**src/rtl/seq_match_pkg.sv**
```systemverilog
// rtl/seq_match_pkg.sv - state encoding and pattern-length legality check for seq_match_ctrl
package seq_match_pkg;

  typedef enum logic [1:0] {
    IDLE = 2'd0,
    ARM  = 2'd1,
    RUN  = 2'd2,
    DONE = 2'd3
  } state_t;

  // A programmed length is usable only if it names at least one bit and fits the window.
  function automatic logic len_legal(input int len, input int pat_w);
    return (len >= 1) && (len <= pat_w);
  endfunction

endpackage

```
**src/rtl/seq_window_cmp.sv**
```systemverilog
// rtl/seq_window_cmp.sv - history shift register, fill counter and length-masked pattern compare
module seq_window_cmp #(
  parameter int PAT_W = 8,
  parameter int LEN_W = 4
) (
  input  logic             clk,
  input  logic             rst_n,
  input  logic             clear,
  input  logic             shift,
  input  logic             restart,
  input  logic             bit_in,
  input  logic [PAT_W-1:0] pattern,
  input  logic [LEN_W-1:0] len,
  output logic             hit
);

  localparam logic [LEN_W:0] FILL_MAX = (LEN_W+1)'(PAT_W);

  logic [PAT_W-1:0] hist;
  logic [PAT_W-1:0] hist_nx;
  logic [PAT_W-1:0] mask;
  logic [LEN_W-1:0] fill;
  logic [LEN_W:0]   fill_inc;

  assign hist_nx  = {hist[PAT_W-2:0], bit_in};
  assign fill_inc = {1'b0, fill} + (LEN_W+1)'(1);

  always_comb begin
    mask = '0;
    for (int i = 0; i < PAT_W; i++) begin
      mask[i] = (i < int'(len));
    end
  end

  // Hit is judged on the history as it will be after this bit is shifted in.
  assign hit = shift && (fill_inc >= {1'b0, len}) &&
               ((hist_nx & mask) == (pattern & mask));

  always_ff @(posedge clk or negedge rst_n) begin
    if (!rst_n) begin
      hist <= '0;
      fill <= '0;
    end else if (clear) begin
      hist <= '0;
      fill <= '0;
    end else if (shift) begin
      hist <= hist_nx;
      if (restart) begin
        fill <= '0;
      end else if (fill_inc <= FILL_MAX) begin
        fill <= fill_inc[LEN_W-1:0];
      end
    end
  end

endmodule

```
**src/rtl/seq_match_ctrl.sv**
```systemverilog
// rtl/seq_match_ctrl.sv - programmable serial pattern-match controller with arm/stop and match target
module seq_match_ctrl
  import seq_match_pkg::*;
#(
  parameter int PAT_W = 8,
  parameter int LEN_W = 4,
  parameter int CNT_W = 8
) (
  input  logic             clk,
  input  logic             rst_n,
  input  logic             cfg_we,
  input  logic [PAT_W-1:0] cfg_pattern,
  input  logic [LEN_W-1:0] cfg_len,
  input  logic             cfg_overlap,
  input  logic [CNT_W-1:0] cfg_target,
  input  logic             start,
  input  logic             stop,
  input  logic             bit_in,
  input  logic             bit_valid,
  output logic             busy,
  output logic             match,
  output logic [CNT_W-1:0] match_cnt,
  output logic             done,
  output logic             cfg_err
);

  state_t           state;
  state_t           state_nx;
  logic [PAT_W-1:0] pattern_r;
  logic [LEN_W-1:0] len_r;
  logic             overlap_r;
  logic [CNT_W-1:0] target_r;
  logic [CNT_W-1:0] cnt_inc;
  logic             len_ok;
  logic             shift;
  logic             hit;
  logic             restart;
  logic             target_hit;

  assign len_ok  = len_legal(int'(len_r), PAT_W);
  // A stop in the same cycle as a bit suppresses that bit entirely.
  assign shift   = (state == RUN) && bit_valid && !stop;
  assign restart = hit && !overlap_r;
  assign cnt_inc = (&match_cnt) ? match_cnt : match_cnt + CNT_W'(1);
  assign target_hit = hit && (target_r != '0) && (cnt_inc == target_r);

  seq_window_cmp #(
    .PAT_W(PAT_W),
    .LEN_W(LEN_W)
  ) u_window (
    .clk    (clk),
    .rst_n  (rst_n),
    .clear  (state == ARM),
    .shift  (shift),
    .restart(restart),
    .bit_in (bit_in),
    .pattern(pattern_r),
    .len    (len_r),
    .hit    (hit)
  );

  always_ff @(posedge clk or negedge rst_n) begin
    if (!rst_n) begin
      state <= IDLE;
    end else begin
      state <= state_nx;
    end
  end

  always_comb begin
    state_nx = state;
    unique case (state)
      IDLE:    if (start && len_ok) state_nx = ARM;
      ARM:     state_nx = RUN;
      RUN: begin
        if (stop) begin
          state_nx = IDLE;
        end else if (target_hit) begin
          state_nx = DONE;
        end
      end
      DONE:    state_nx = IDLE;
      default: state_nx = IDLE;
    endcase
  end

  always_ff @(posedge clk or negedge rst_n) begin
    if (!rst_n) begin
      busy      <= 1'b0;
      match     <= 1'b0;
      done      <= 1'b0;
      match_cnt <= '0;
      cfg_err   <= 1'b0;
      pattern_r <= '0;
      len_r     <= '0;
      overlap_r <= 1'b0;
      target_r  <= '0;
    end else begin
      // busy trails DONE by a cycle so it stays high alongside the done pulse.
      busy  <= (state_nx != IDLE) || (state == DONE);
      match <= hit;
      done  <= (state == DONE);
      if (state == IDLE && start) begin
        cfg_err <= !len_ok;
      end
      if (state == IDLE && cfg_we && !start) begin
        pattern_r <= cfg_pattern;
        len_r     <= cfg_len;
        overlap_r <= cfg_overlap;
        target_r  <= cfg_target;
      end
      if (state == ARM) begin
        match_cnt <= '0;
      end else if (hit) begin
        match_cnt <= cnt_inc;
      end
    end
  end

endmodule

```
**config.mk**
```make
export PLATFORM = sky130hd
export DESIGN_NAME = seq_match_ctrl
export DESIGN_NICKNAME = d
export VERILOG_FILES = /design/src/rtl/seq_match_pkg.sv /design/src/rtl/seq_window_cmp.sv /design/src/rtl/seq_match_ctrl.sv
export SDC_FILE = /design/constraint.sdc
export NUM_CORES = 1
export LEC_CHECK = 0
export CORE_AREA = 2 2 94 96
export CTS_CLUSTER_SIZE = 10
export DETAILED_ROUTE_END_ITERATION = 10
export DIE_AREA = 0 0 96 98
export REMOVE_ABC_BUFFERS = 1
export SYNTH_ARGS = -nofsm -noshare
export SYNTH_HDL_FRONTEND = slang
export SYNTH_HIERARCHICAL = 1
export SYNTH_SLANG_ARGS = --single-unit
```
**constraint.sdc**
```tcl
create_clock -name clk -period 2.95 [get_ports clk]
set_clock_uncertainty 0.1 [all_clocks]
set_input_delay 0.59 -clock clk [delete_from_list [all_inputs] [get_ports clk]]
set_output_delay 0.59 -clock clk [all_outputs]
set_load 0.01 [all_outputs]
```
==> results of run 1 <==
==> cells in the mapped netlist (all sizes together), types with 2 or more instances <==
master | number | area share
o221ai | 3 | 0.0098
and2 | 2 | 0.0046
mux2i | 10 | 0.037
o31ai | 2 | 0.0056
clkbuf | 5 | 0.011
a21oi | 12 | 0.025
a311oi | 2 | 0.0065
nand2b | 7 | 0.017
and3 | 2 | 0.0046
and4 | 2 | 0.0079
nor3b | 3 | 0.0084
a21boi | 2 | 0.0056
nand2 | 11 | 0.015
ha | 6 | 0.028
inv | 11 | 0.015
nand3 | 11 | 0.022
nor2 | 20 | 0.028
dfrtp | 46 | 0.43
nor3 | 7 | 0.013
mux2 | 19 | 0.079
o22ai | 5 | 0.014
o21ai | 5 | 0.0093
nor2b | 4 | 0.0093
o21a | 4 | 0.011
nor4 | 7 | 0.016
buf | 10 | 0.028
xor2 | 7 | 0.023
nand4 | 5 | 0.012
nand4b | 2 | 0.0065
xnor2 | 10 | 0.033
a21o | 2 | 0.0056
a31oi | 9 | 0.021
==> registers in the layout (all words and copies together) (netlist names) <==
register	flops
pattern_r	8
u_window/hist	7
state	2
overlap_r	1
match	1
busy	1
done	1
target_r	8
len_r	4
u_window/fill	4
cfg_err	1
match_cnt	8
==> power by group through the flow <==
stage	Sequential, W	Clock [W]	Combinational (W)
floorplan	0.00103	0	0.000597
global placement	0.00110	0	0.000824
detailed placement	0.00110	0	0.000832
CTS	0.00109	0.000581	0.000838
global route	0.00113	0.000605	0.000931
finish	0.00109	0.000562	0.000832
==> metal layers <==
metal,routed length (um),share of wire
met4,68,0.012
met1,2870,0.49
met2,2630,0.45
met5,0,0
met3,231,0.040
==> through the flow <==
step / setup slack [ns] / cells / total power, W / instance area (um2)
after floorplan: 0.171 / 250 / 0.00163 / 2590
after global placement: 0.311 / 406 / 0.00192 / 3190
after detailed placement: 0.206 / 406 / 0.00193 / 3190
after CTS: 0.175 / 414 / 0.00251 / 3320
after global routing: 0.0138 / 414 / 0.00266 / 3320
final: 0.210 / 414 / 0.00248 / 3320
==> cell families (layout without fill, tap and decap cells) <==
logic type | count (synthesis) | after routing
flip-flops | 46 | 46
AO/OA/AOI/OAI | 53 | 53
adder cells (fa/ha/maj) | 7 | 7
buffers and inverters | 26 | 67
XOR/XNOR | 17 | 17
AND/OR/NAND/NOR | 87 | 87
multiplexers | 29 | 29
==> final cells by class <==
type                            instances  area [um2]  share of cell area
Clock buffer                            5        68.8              0.0207
Clock inverter                          3        68.8              0.0207
Inverter                               11        41.3              0.0124
Multi-Input combinational cell        193        1410               0.423
Sequential cell                        46        1150               0.347
Tap cell                              108         135              0.0406
Timing Repair Buffer                   48         453               0.136
==> worst max-delay path: cells and delay by family, from the launching register on <==
kind,cells,cell delay (ns)
flops,1,0.48
fa+ha+maj,3,0.96
simple gates,3,0.39
compound gates,4,0.71
==> worst max-delay path by stage <==
stage	start	to	slack, ns
floorplan	stop	u_window/fill[0]	0.17
global placement	stop	state[0]	0.31
detailed placement	u_window/fill[0]	state[0]	0.21
CTS	u_window/fill[0]	state[0]	0.18
global route	u_window/fill[0]	state[0]	0.01
finish	u_window/fill[0]	state[0]	0.21
==> impl_metrics.py, run 1 <==
metrics = {
    "timing": {
        "report.final.setup_viol": 0,
        "finalHoldViolations": 0,
        "tightest_slew_ns": 0.604,
        "finalSetupTns_ns": 0,
        "slew_headroom": 0.596,
        "clock.fmax_mhz": 365,
        "whs_ns": 0.185,
        "grt_setup_unrepaired": "no",
        "finalCritPeriodShare": 0.929,
        "slew_viol_final": 0,
        "fin_crit_ns": 2.74,
    },
    "clock_tree": {
        "ctsResizeCount": 0,
        "post-cts-setup-buffer-count": 0,
        "cts_max_path_buffers": 2,
        "clk-insertion-delay-late_ns": 0.30,
        "cts-root-buf": "clkbuf_8",
        "cts.reportedPaths.clkPinSlew_ns": 0.09,
        "htreeDepth": 2,
        "ctsHoldBuffers": 0,
        "clock-sinks": 46,
        "cts_tree": "yes",
        "cts_buffers": 5,
    },
    "synthesis": {
        "async_flop_share": 1.00,
        "synth_edf_count": 0,
        "syn_inst": 265,
        "synth_compound_area_frac": 0.136,
        "synthAdderAreaFrac": 0.0316,
        "synth-simple-area-share": 0.179,
        "synth_xor_area_frac": 0.0553,
        "synth_area_mm2": 0.00269,
        "yosysSeqAreaShare": 0.427,
        "synth.avg_cell_area_um2": 10.2,
        "synth_mux_area_frac": 0.117,
        "synthDistinctLibCells": 52,
        "ys_seq_elements": 46,
        "ys_warn_count": 6,
        "synthFlopType": "dfrtp_1",
        "synth_top_family_by_area": "simple AND/OR/NAND/NOR gates",
    },
    "global_route": {
        "grt_use_met2": 0.208,
        "grt_max_degree": 27,
        "grt_overflow": 0,
        "met3_usage": 0.0231,
        "antenna_found_initial": 0,
        "grt_use_met1": 0.186,
        "grt_pass1_wl_mm": 9.98,
        "grt_pass1_vias": 2105,
        "grt_busiest_layer": "met2",
        "grt_usage": 0.132,
    },
    "routing": {
        "first_pass_iters": 4,
        "drc": 0,
        "vias": 2097,
        "antenna_left": 0,
        "viasPerCell": 5.07,
        "wl_per_cell_um": 14.0,
        "drtIter0Drc": 102,
        "drt-total-wl_mm": 5.79,
    },
    "power": {
        "p_sw_w": 0.000847,
        "p_clk_frac": 0.227,
        "pwr-share-seq": 0.438,
        "leakage_nw": 1.36,
        "power_density_mw_per_mm2": 746,
        "swShare": 0.342,
        "comb_power_share": 0.335,
        "ir_drop_mv": 0.244,
        "p_int_w": 0.00163,
    },
    "critical_path": {
        "cp_slowest_stage_delay_ns": 0.48,
        "critical_path.max_fanout": 8,
        "cp-end-kind": "register",
        "cp_common_cell": "ha_1",
        "crit_chain": "ha_1, ha_1, a21oi_1, maj3_1, o21ai_0, o211a_1, nand2_1, nor4_1, nand4_1, o31ai_1",
        "cp.arrival_ns": 2.84,
        "reg2reg_depth": 10,
        "crit_type": "register to register",
        "r2r-end": "state[0]",
        "critical_path_required_ns": 3.06,
        "start_kind": "register",
        "critPathSlowestCell": "dfrtp_2",
        "rrSetupSlack_ns": 0.21,
        "r2r-start": "u_window/fill[0]",
    },
    "die": {
        "fp.coreArea_mm2": 0.00847,
        "dieHeight_um": 98,
        "die_x_um": 96,
        "fp-row-count": 34,
        "die-area_mm2": 0.00941,
        "io_pins": 40,
        "start_util": 0.318,
    },
    "layout": {
        "num-nets-final": 339,
        "final_util": 0.393,
        "syn_to_final_growth_pct": 23.4,
        "antenna_cells": 0,
        "final_common_cell": "dfrtp_1",
        "nFillCells": 839,
        "drive_gt1_frac": 0.154,
        "final_cell_mix": "45 x dfrtp_1, 38 x clkdlybuf4s50_1, 20 x nor2_1",
    },
    "run_status": {
        "status": "completed",
    },
    "worst_hold_path": {
        "min-delay-path-class": "input pin to asynchronous set/reset pin",
    },
    "flow_run": {
        "cap_violations": 0,
    },
    "placement": {
        "dp_hpwl_mm": 4.27,
        "io_buffers": 39,
        "place_congestion": 0.852,
    },
}
(Power assumes the default switching activity.)
==> run 2: changes to the inputs <==
- CTS_CLUSTER_SIZE: 10 -> 28
==> results of run 2 <==
The final DEF is identical to that of run 1; final timing and power are the same.
